==> src/rtl/ristretto_if_prefetch_buffer_pkg.sv <==
// IF-stage shared types, default sizing and circular-index helper for the
// instruction prefetch buffer.
package ristretto_if_prefetch_buffer_pkg;

    localparam int unsigned IF_XLEN            = 32;
    localparam int unsigned IF_BUF_DEPTH       = 4;
    localparam int unsigned IF_MAX_OUTSTANDING = 2;

    typedef struct packed {
        logic [IF_XLEN-1:0] pc;
        logic [IF_XLEN-1:0] instr;
        logic               err;
    } if_fetch_entry_t;

    // Successor of a circular index; depth need not be a power of two.
    function automatic int unsigned circ_next(input int unsigned idx, input int unsigned depth);
        return (idx == depth - 32'd1) ? 32'd0 : idx + 32'd1;
    endfunction

endpackage

==> src/rtl/ristretto_circ_buffer.sv <==
// Register-array circular FIFO with read/write pointers and an entry count.
module ristretto_circ_buffer
    import ristretto_if_prefetch_buffer_pkg::*;
#(
    parameter int unsigned DEPTH = IF_BUF_DEPTH,
    parameter int unsigned WIDTH = 2 * IF_XLEN + 1
) (
    input  logic                             clk_i,
    input  logic                             rst_ni,
    input  logic                             clear_i,
    input  logic                             push_i,
    input  logic [WIDTH-1:0]                 wdata_i,
    input  logic                             pop_i,
    output logic [WIDTH-1:0]                 rdata_o,
    output logic [$clog2(DEPTH+1)-1:0]       count_o
);

    localparam int unsigned CW = $clog2(DEPTH + 1);
    localparam int unsigned PW = $clog2(DEPTH);

    logic [WIDTH-1:0] mem_r [DEPTH];
    logic [PW-1:0]    rd_ptr_r;
    logic [PW-1:0]    wr_ptr_r;
    logic [CW-1:0]    count_r;

    // Storage, pointers and count; clear drops all entries without touching data.
    always_ff @(posedge clk_i or negedge rst_ni) begin
        if (!rst_ni) begin
            for (int i = 0; i < DEPTH; i++) begin
                mem_r[i] <= '0;
            end
            rd_ptr_r <= '0;
            wr_ptr_r <= '0;
            count_r  <= '0;
        end else if (clear_i) begin
            rd_ptr_r <= '0;
            wr_ptr_r <= '0;
            count_r  <= '0;
        end else begin
            if (push_i) begin
                mem_r[wr_ptr_r] <= wdata_i;
                wr_ptr_r        <= PW'(circ_next(32'(wr_ptr_r), DEPTH));
            end
            if (pop_i) begin
                rd_ptr_r <= PW'(circ_next(32'(rd_ptr_r), DEPTH));
            end
            case ({push_i, pop_i})
                2'b10:   count_r <= count_r + CW'(1);
                2'b01:   count_r <= count_r - CW'(1);
                default: count_r <= count_r;
            endcase
        end
    end

    assign rdata_o = mem_r[rd_ptr_r];
    assign count_o = count_r;

endmodule

==> src/rtl/ristretto_if_prefetch_buffer_chk.sv <==
// Protocol and overflow properties for the instruction prefetch buffer.
module ristretto_if_prefetch_buffer_chk #(
    parameter int unsigned DEPTH = 4
) (
    input logic                       clk_i,
    input logic                       rst_ni,
    input logic                       flush_i,
    input logic                       req_issue_i,
    input logic                       push_i,
    input logic [$clog2(DEPTH+1)-1:0] count_i
);

    a_no_issue_in_flush: assert property (@(posedge clk_i) disable iff (!rst_ni)
        !(flush_i && req_issue_i))
        else $error("req_issue_i asserted together with flush_i");

    a_no_push_when_full: assert property (@(posedge clk_i) disable iff (!rst_ni)
        !(push_i && (count_i == ($clog2(DEPTH+1))'(DEPTH))))
        else $error("push into full prefetch buffer");

endmodule

==> src/rtl/ristretto_if_prefetch_buffer.sv <==
// Instruction prefetch buffer: credit-based request gating, post-flush drop of
// stale responses and optional same-cycle fall-through to decode.
module ristretto_if_prefetch_buffer
    import ristretto_if_prefetch_buffer_pkg::*;
#(
    parameter int unsigned DEPTH           = IF_BUF_DEPTH,
    parameter int unsigned XLEN            = IF_XLEN,
    parameter int unsigned MAX_OUTSTANDING = IF_MAX_OUTSTANDING,
    parameter bit          FALL_THROUGH    = 1'b0
) (
    input  logic                       clk_i,
    input  logic                       rst_ni,
    input  logic                       flush_i,
    output logic                       req_allow_o,
    input  logic                       req_issue_i,
    input  logic                       rsp_valid_i,
    input  logic [XLEN-1:0]            rsp_pc_i,
    input  logic [XLEN-1:0]            rsp_instr_i,
    input  logic                       rsp_err_i,
    output logic                       dec_valid_o,
    input  logic                       dec_ready_i,
    output logic [XLEN-1:0]            dec_pc_o,
    output logic [XLEN-1:0]            dec_instr_o,
    output logic                       dec_err_o,
    output logic [$clog2(DEPTH+1)-1:0] occupancy_o
);

    localparam int unsigned CW = $clog2(DEPTH + 1);
    localparam int unsigned OW = $clog2(MAX_OUTSTANDING + 1);
    localparam int unsigned SW = ((CW > OW) ? CW : OW) + 1;

    typedef struct packed {
        logic [XLEN-1:0] pc;
        logic [XLEN-1:0] instr;
        logic            err;
    } entry_t;

    logic [OW-1:0] outstanding_r;
    logic [OW-1:0] drop_cnt_r;
    logic [CW-1:0] count_s;
    logic [SW-1:0] credit_use_s;
    entry_t        head_s;
    entry_t        rsp_entry_s;
    entry_t        dec_entry_s;
    logic          rsp_live_s;
    logic          bypass_s;
    logic          dec_valid_s;
    logic          push_s;
    logic          pop_s;

    assign rsp_entry_s = {rsp_pc_i, rsp_instr_i, rsp_err_i};

    // Response acceptance, fall-through bypass, pop and credit decisions.
    always_comb begin
        rsp_live_s   = rsp_valid_i && (drop_cnt_r == '0) && !flush_i;
        bypass_s     = FALL_THROUGH && (count_s == '0) && rsp_live_s;
        dec_valid_s  = !flush_i && ((count_s != '0) || bypass_s);
        pop_s        = !flush_i && (count_s != '0) && dec_ready_i;
        // A bypassed entry taken by decode in the same cycle never lands in storage.
        push_s       = rsp_live_s && !(bypass_s && dec_ready_i);
        credit_use_s = SW'(count_s) + SW'(outstanding_r - drop_cnt_r);
        req_allow_o  = !flush_i && (outstanding_r < OW'(MAX_OUTSTANDING))
                       && (credit_use_s < SW'(DEPTH));
        dec_entry_s  = !dec_valid_s ? '0 : ((count_s != '0) ? head_s : rsp_entry_s);
    end

    // In-flight request count and the number of stale responses still to discard.
    always_ff @(posedge clk_i or negedge rst_ni) begin
        if (!rst_ni) begin
            outstanding_r <= '0;
            drop_cnt_r    <= '0;
        end else begin
            outstanding_r <= outstanding_r + OW'(req_issue_i) - OW'(rsp_valid_i);
            if (flush_i) begin
                drop_cnt_r <= outstanding_r - OW'(rsp_valid_i);
            end else if (rsp_valid_i && (drop_cnt_r != '0)) begin
                drop_cnt_r <= drop_cnt_r - OW'(1);
            end else begin
                drop_cnt_r <= drop_cnt_r;
            end
        end
    end

    ristretto_circ_buffer #(
        .DEPTH (DEPTH),
        .WIDTH ($bits(entry_t))
    ) u_buf (
        .clk_i   (clk_i),
        .rst_ni  (rst_ni),
        .clear_i (flush_i),
        .push_i  (push_s),
        .wdata_i (rsp_entry_s),
        .pop_i   (pop_s),
        .rdata_o (head_s),
        .count_o (count_s)
    );

    ristretto_if_prefetch_buffer_chk #(
        .DEPTH (DEPTH)
    ) u_chk (
        .clk_i       (clk_i),
        .rst_ni      (rst_ni),
        .flush_i     (flush_i),
        .req_issue_i (req_issue_i),
        .push_i      (push_s),
        .count_i     (count_s)
    );

    assign dec_valid_o = dec_valid_s;
    assign dec_pc_o    = dec_entry_s.pc;
    assign dec_instr_o = dec_entry_s.instr;
    assign dec_err_o   = dec_entry_s.err;
    assign occupancy_o = count_s;

endmodule

==> config.mk <==
export PLATFORM = sky130hd
export DESIGN_NAME = ristretto_if_prefetch_buffer
export DESIGN_NICKNAME = d
export VERILOG_FILES = /design/src/rtl/ristretto_if_prefetch_buffer_pkg.sv /design/src/rtl/ristretto_circ_buffer.sv /design/src/rtl/ristretto_if_prefetch_buffer_chk.sv /design/src/rtl/ristretto_if_prefetch_buffer.sv
export SDC_FILE = /design/constraint.sdc
export NUM_CORES = 1
export LEC_CHECK = 0
export CORE_UTILIZATION = 40
export DETAILED_ROUTE_END_ITERATION = 7
export MAX_ROUTING_LAYER = met4
export PLACE_DENSITY = 0.6
export SLEW_MARGIN = 20
export SYNTH_ARGS = -nofsm -noshare
export SYNTH_HDL_FRONTEND = slang
export SYNTH_HIERARCHICAL = 1
export SYNTH_SLANG_ARGS = --single-unit
export TNS_END_PERCENT = 50
==> constraint.sdc <==
create_clock -name clk_i -period 2.4 [get_ports clk_i]
set_input_delay 0.36 -clock clk_i [delete_from_list [all_inputs] [get_ports clk_i]]
set_output_delay 0.36 -clock clk_i [all_outputs]
set_load 0.01 [all_outputs]
==> flow_results.org, run 1 <==
** Setup path
- WP data arrival :: about 2400 ps
- For the worst setup path, the data required time is 2040 ps.
- Among the stages of the critical path, the cell type that occurs most often is sky130_fd_sc_hd__inv_2.
- The worst setup path is captured at a primary output.
- Critical-path cell list :: inv_2, ha_4, inv_2, fa_1, or4_1, a21oi_1, nand3b_1, buf_2
- In this run the worst path has a maximum fanout of 3.
- The slowest stage of the critical path is the sky130_fd_sc_hd__or4_1 cell.
- Critical path type :: register to primary output
- The largest single stage delay on the critical path is about 470 ps.
- Startpoint types :: register

** Clocking
- Num CTS Buffers :: 30
- No sink is reached through more buffers than the 3 on the longest clock path.
- Number of clock sinks :: 271
- TritonCTS built the clock tree.
- Root buf cell :: sky130_fd_sc_hd__clkbuf_16
- CTS built an H-tree with a depth of 1.
- Insertion delay to the later sink of the worst-skew pair :: 540 ps
- Clk pin slew, worst setup/hold paths :: 60 ps

** STA
- Derived from the worst setup path, the maximum achievable clock frequency is 364 MHz.
- Fin crit period :: 2750 ps
- Total count of hold-check failures in the final report :: 0
- Of the available clock period, the critical path in the final layout requires 114%.
- Slew margin rel. :: ~72%
- The max-slew violation total from the final report was 0.
- Setup repair after global routing could not meet its margin everywhere.
- Across all setup checks in the final design, the least slack found is -346 ps.
- The clock arrives with around 7.6 ps of skew.
- Final Setup Violations :: 59
- For the pin with the worst max-slew slack, the measured transition is 414 ps.

** Global routing
- Via count of the first global-routing pass :: 7612
- Entering global routing, the biggest net connects 67 pins.
- Grt ovf :: 0
- Antenna violations before repair :: 0
- Total global routing track utilization :: 18.3%
- The first global-routing pass estimated 43400 um of wire.

** Cells and area
- For this run, the share of the core covered by cells in the final layout is 52.7%.
- From synthesis to final layout, the design area changed by 29.5%.
- The number of antenna diodes in the final layout is 0.
- The final layout contains approximately 1100 nets.
- Of the cells placed in the final design, the portion with a size suffix greater than 1 is 48.5%.
- Final Non-Filler Cells :: between 1000 and 1500

** Power and ir drop
- Peak VDD IR :: 0.484 mV
- In this run the power density over the cells is 836 nW/um^2.
- Summed over all cells, the static leakage comes to approximately 7.7 nW.

** Detailed routing
- Summed over all layers, the routed wires come to around 27000 um.
- Via/cell ratio :: 5.15
- Number of violations reported at the end of detailed-routing iteration 0 :: 224
- Number of iterations in the first detailed-routing pass :: 4
- In the final routed layout, each cell accounts on average for 19.3 um.
- DR vias :: approximately 7000
- In the routed design, unresolved DRC markers number 0.
- Once detail routing completed, the nets flagged for antenna violations numbered 0.

** Placed design
- Port Buf Inserts :: 140
- Number of cells in the design after placement :: about 1300
- After legalization and detailed placement, the total HPWL measured 17000 um.
- The congestion estimate from routability-driven global placement came to 0.738.

** Run status
- The flow ran to the end, but the final reports show violations.
- Failing checks :: negative setup slack

** Floorplanning
- Core box area :: 30700 sq um
- The floorplan has 64 rows.
- Effective utilization at floorplan :: 40.7%
- Number of I/O pins :: 141
- The die is roughly 180 um wide.
- Area enclosed by the die boundary :: 31900 sq um
- Die outline height :: roughly 180 um

** Yosys
- Yosys warning total :: 6
- The synthesized netlist occupies a cell area of 12500 sq um.
- Synthesized flop and latch total :: 271
- Summed over all instances, the cell type with the most area after synthesis is sky130_fd_sc_hd__dfrtp_1.
- Synthesized net count :: between 800 and 900
- Leading cell types by total area after synthesis :: sky130_fd_sc_hd__dfrtp_1, sky130_fd_sc_hd__mux2_2, sky130_fd_sc_hd__mux4_2
- The number of different library cells used by synthesis comes to 34.
- Proportion of synthesized chip area in sequential cells :: 54.3%
- Counting every instance in the synthesized netlist gives 782.
- The top cell type by area accounts for a little over half of the synthesized area.
- In this run the mean area of a mapped cell was 16.0 sq um.

** Min path
- The min-delay analysis places its worst path in the category input port to asynchronous set/reset pin.

** Job
- Max cap viols :: 0
metrics by stage:
stage          setup TNS (ps)  hold WS, ps  total power, mW  setup WS, ps  cell area [sq um]
6_report                -6600          313             13.5          -346              16200
5_1_grt                -11130          329             14.2          -450              16200
4_1_cts                -10130          315             13.6          -374              16000
3_5_place_dp             -828          303             8.88          -234              14700
3_3_place_gp             -960          301             8.80          -166              14700
2_1_floorplan               0         64.4             7.69           115              12500
power breakdown:
group / switching [mW] / internal, mW
Clock: 1.77 / 2.67
Sequential: 0.404 / 5.42
Combinational: 1.19 / 2.06
cells by family (layout without fill, tap and decap cells):
group                    after synthesis  count (layout)  synth area share (%)
flip-flops                           271             271                  54.3
XOR/XNOR                               5               5                 0.351
multiplexers                         330             330                  35.6
buffers and inverters                 63             280                  3.50
AO/OA/AOI/OAI                          5               5                 0.220
adder cells (fa/ha/maj)               12              12                  1.32
AND/OR/NAND/NOR                       96              96                  4.74
Yosys cell counts (all sizes together):
master and count:
dfrtp 271, mux2 260, and2 66, mux4 65
buf 41, clkbuf 12, ha 10, inv 10
nor2 8, mux2i 5, nand2 4, xnor2 4
nand3b 3, nor2b 3, nor3b 3, a21oi 2
fa 2, nand3 2, nor3 2, nor4b 2
o21ai 2, and3 1, and3b 1, o211ai 1
or4 1, xor2 1
state kept, by name, summed over array words and instances, names as in the netlist:
| register | count |
|---|---|
| outstanding_r | 2 |
| u_buf/mem_r | 260 |
| u_buf/wr_ptr_r | 2 |
| drop_cnt_r | 2 |
| u_buf/rd_ptr_r | 2 |
| u_buf/count_o | 3 |
path summary, 6_finish.rpt:
check | from | end | slack, ps | depth (start not counted)
max reg2reg | drop_cnt_r[0]$_DFFE_PN0P_ | u_buf/count_o[2]$_DFFE_PN0P_ | 190 | 10
min reg2reg | u_buf/mem_r[20]$_DFFE_PN0P_ | u_buf/mem_r[20]$_DFFE_PN0P_ | 480 | 1
max | outstanding_r[0]$_DFF_PN0_ | req_allow_o | -350 | 8
min in group clk_i | u_buf/mem_r[20]$_DFFE_PN0P_ | u_buf/mem_r[20]$_DFFE_PN0P_ | 480 | 1
max in group asynchronous | rst_ni | u_buf/mem_r[161]$_DFFE_PN0P_ | 1360 | 3
min | rst_ni | u_buf/mem_r[110]$_DFFE_PN0P_ | 310 | 2
cells in the final DEF, fill, tap and decap left out, types with 5 or more instances in the layout:
cell,n
sky130_fd_sc_hd__and2_1,25
sky130_fd_sc_hd__and2_4,41
sky130_fd_sc_hd__buf_12,33
sky130_fd_sc_hd__buf_16,5
sky130_fd_sc_hd__buf_2,25
sky130_fd_sc_hd__buf_4,29
sky130_fd_sc_hd__buf_6,49
sky130_fd_sc_hd__clkbuf_1,9
sky130_fd_sc_hd__clkbuf_16,31
sky130_fd_sc_hd__clkbuf_8,7
sky130_fd_sc_hd__clkdlybuf4s50_1,72
sky130_fd_sc_hd__dfrtp_1,269
sky130_fd_sc_hd__ha_1,9
sky130_fd_sc_hd__inv_1,8
sky130_fd_sc_hd__mux2_1,79
sky130_fd_sc_hd__mux2_2,181
sky130_fd_sc_hd__mux2i_1,5
sky130_fd_sc_hd__mux4_2,65
sky130_fd_sc_hd__nor2_1,7
cell type report:
cell class	instances	area, sq um
Timing Repair Buffer	218	2480
Clock inverter	5	50.0
Clock buffer	47	906
Multi-Input combinational cell	448	5420
Inverter	10	37.5
Fill cell	2602	14500
Tap cell	396	495
Sequential cell	271	6790
critical path: cells and delay by family, from the launching register on:
kind / cells / cell delay, ps
DFF: 1 / 370
adders and majority gates: 2 / 540
and+or+nand+nor: 2 / 580
buffers and inverters: 3 / 230
AOI/OAI and AO/OA: 1 / 120
routing by layer:
layer	track usage [%]	up-vias	part of all wire [%]
met5	-	-	0
met4	3.64	0	1.4
met3	3.14	31	4.2
met2	29.1	122	49
met1	24.9	3783	46
li1	-	3249	-
what timing repair did:
item                                   CTS  global route
hold buffers                             1             0
resized for setup                      328            51
buffers inserted                        20             6
gates cloned                             6             0
pin swaps                                6             4
endpoints found under the hold margin   43             0
setup endpoints to repair               67            60
Power figures use the tool's default switching activity.
==> run 2: changes to the inputs <==
--- a/config.mk
+++ b/config.mk
@@ -5,6 +5,7 @@
 export SDC_FILE = /design/constraint.sdc
 export NUM_CORES = 1
 export LEC_CHECK = 0
+export CORE_MARGIN = 2
 export CORE_UTILIZATION = 40
 export DETAILED_ROUTE_END_ITERATION = 7
 export MAX_ROUTING_LAYER = met4
==> run 2 against run 1 <==
  * The run still ends with negative setup slack left
  * Sequential cell count unchanged
  * Worst hold slack worse by 27 ps
  * Clock power up 2%
  * Utilization down 0.43 points
  * Register-to-register slack worse by 60 ps
  * Total power up 0.76%
  * Largest power group unchanged
==> flow_results.org, run 2 (synthesis gave the netlist of run 1 again) <==
** Run status
- Failing checks :: negative setup slack
- Result of the run :: finished with violations

** Placed design
- Placer's final routability congestion estimate :: 0.720 (-2.5%)
- The sum of net half-perimeters after detailed placement was 16400 um (-3.3%).
- Port Buf Inserts :: 140 (unchanged)
- The worst slack at placement was -195 ps (+38.5 ps).

** Clocking
- The maximum count of clock buffers along a single path came to 3 (unchanged).
- The clock latency at the later pin of the worst-skew pair is 550 ps (about the same).
- Number of clock sinks :: 271 (unchanged)
- Num CTS Buffers :: 31 (+3.3%)
- The total number of H-tree levels came to 1 (unchanged).
- Root buf cell :: sky130_fd_sc_hd__clkbuf_16
- Clk pin slew, worst setup/hold paths :: 60 ps (about the same)
- Clock tree from TritonCTS :: built

** STA
- Total count of hold-check failures in the final report :: 0 (unchanged)
- Clk_skew :: 13.6 ps (+6.00 ps)
- Slew @ Worst Pin :: 492 ps (+77.6 ps)
- The portion of the clock cycle consumed by the worst path in the final layout was 113% (-1.6 points).
- Setup repair after global routing could not meet its margin everywhere.
- The setup-violating endpoint count in the final report was 53 (-10%).
- The maximum achievable frequency is 369 MHz (+1.4%).
- Total negative slack :: -2840 ps (+3750 ps)
- Slew margin rel. :: 67.2% (-5.2 points)
- Fin crit period :: 2710 ps (-38.0 ps)
- Post-route setup slack :: -308 ps (+38.0 ps)
- Slew Viols, Final :: 0 (unchanged)

** Cells and area
- Flip-flop count of the largest register, all copies and words added :: 260 (unchanged)
- Top library cells by usage in the layout, fill and taps aside :: sky130_fd_sc_hd__dfrtp_1, sky130_fd_sc_hd__mux2_2, sky130_fd_sc_hd__mux2_1
- Area Growth Syn to Fin :: 28.5%
- The fraction of final layout cells sized beyond drive strength 1 is 49.7% (+1.1 points).
- Commonest non-fill, non-tap cell in the layout :: sky130_fd_sc_hd__dfrtp_1
- Final core occ :: 52.3% (-0.43 points)
- The antenna diode instance count came to 0 (unchanged).
- The final net count came to 1049 (-1.2%).
- # fillers :: 2595 (-0.27%)
- u_buf/mem_r holds more flip-flops than any other register.

** Floorplanning
- The die outline area was 32700 sq um (+2.3%).
- Die outline height :: 181 um (+1.1%)
- The area of the core region came to 30700 sq um (unchanged).
- Placement row count :: 64 (unchanged)
- Number of I/O pins :: 141 (unchanged)
- Effective utilization at floorplan :: 40.7% (unchanged)
- The horizontal die dimension is 181 um (+1.1%).

** Global routing
- First-pass GRT wire length :: 43600 um (+0.25%)
- Total global routing track utilization :: 17.2% (-1.1 points)
- The remaining global-route overflow came to 0 (unchanged).
- Largest net degree at the start of global routing :: 87 (+30%)
- The initial antenna violation count came to 0 (unchanged).
- Via count of the first global-routing pass :: 7726 (+1.5%)

** Detailed routing
- The final routed DRC violation total came to 0 (unchanged).
- DR vias :: 7082 (-1.4%)
- Total length of routed wires :: 27100 um (+0.39%)
- Antenna Violating Nets Remaining :: 0 (unchanged)
- The average via count per standard cell was 5.12 (-0.65%).
- The first-iteration detailed-routing DRC count is 269 (+20%).
- Number of iterations in the first detailed-routing pass :: 4 (unchanged)
- The post-detailed-route wirelength per cell came to 19.6 um (+1.2%).

** Setup path
- Crit. End Element :: primary output
- The required time of the worst setup path was 2040 ps (about the same).
- Maximum cell stage delay along the critical path :: 440 ps (-30 ps)
- Cell family with most CP delay :: adder cells
- The worst setup path is of the register to primary output kind.
- Maximum fanout encountered on the critical timing path :: 3 (unchanged)
- Slowest stage cell on the critical path :: sky130_fd_sc_hd__fa_2
- The critical path goes through ha_4, inv_2, fa_2, ha_4, nand3b_1, a21oi_1, nand3b_1, buf_2.
- WP data arrival :: 2350 ps (-40 ps)
- Startpoint types :: register
- The register-to-register setup slack came to 130 ps (-60 ps).
- Critical path buffers and inverters :: 2 (-1)

** Power and ir drop
- The largest voltage drop on the vdd net was 0.603 mV (+25%).
- Leak :: 7.65 nW (-1.1%)
- Cell Pwr Density :: 849 nW/um^2 (+1.6%)

** Job
- The number of violations of the max-capacitance limit was 0 (unchanged).

** Min path
- In this run the worst hold path is classified as input port to asynchronous set/reset pin.
run 2: cell types whose count changed in the layout (fill, tap and decap cells not counted), sizes merged:
cell           delta
clkinv            +1
clkbuf           +10
inv               +1
clkdlybuf4s50     +1
clkinvlp          +2
dlygate4sd2       -1
buf              -24
bufinv            -1
run 2: final cells by class:
class                           instances  area, sq um  area share, %
Sequential cell                       271         6790           42.3
Clock buffer                           47          946           5.90
Multi-Input combinational cell        448         5460           34.1
Timing Repair Buffer                  204         2260           14.1
Tap cell                              396          495           3.09
Clock inverter                          8         48.8          0.304
Inverter                               10         37.5          0.234
run 2: per-stage QoR:
step / instance area (sq um) / hold slack (ps) / cells / total power, mW
after floorplan: 12500 / 64.4 / 782 / 7.69
after global placement: 14600 / 277 / 1301 / 8.81
after detailed placement: 14600 / 281 / 1301 / 8.87
after CTS: 15800 / 277 / 1378 / 13.6
after global routing: 16000 / 303 / 1384 / 14.4
final: 16000 / 286 / 1384 / 13.6
run 2: repair_timing:
item,CTS,global route
hold buffers,1,0
gates resized for setup,283,112
pin swaps,6,7
gates cloned,5,1
endpoints found under the setup margin,67,67
buffers inserted,17,13
endpoints found under the hold margin,40,0
run 2: report_power, final:
part	total [mW]	leakage, nW	switching (mW)	internal, mW
clock	4.51	0.491	1.82	2.69
sequential	5.82	3.64	0.406	5.42
combinational	3.28	3.51	1.22	2.06
run 2: layer usage:
layer / GRT usage, % / part of all wire (%)
met1: 23.7 / 46
met2: 27.3 / 48
met3: 2.64 / 3.9
met4: 3.68 / 2.0
met5: - / 0
run 2: path summary, 6_finish.rpt:
kind | start | end | cells past startpoint
worst max-delay path | drop_cnt_r[0]$_DFFE_PN0P_ | req_allow_o | 8
worst min-delay path | rst_ni | u_buf/mem_r[176]$_DFFE_PN0P_ | 2
worst max register to register | drop_cnt_r[0]$_DFFE_PN0P_ | u_buf/count_o[2]$_DFFE_PN0P_ | 10
worst min register to register | u_buf/mem_r[88]$_DFFE_PN0P_ | u_buf/mem_r[88]$_DFFE_PN0P_ | 1
max in group asynchronous | rst_ni | u_buf/mem_r[165]$_DFFE_PN0P_ | 3
min in group clk_i | u_buf/mem_r[88]$_DFFE_PN0P_ | u_buf/mem_r[88]$_DFFE_PN0P_ | 1
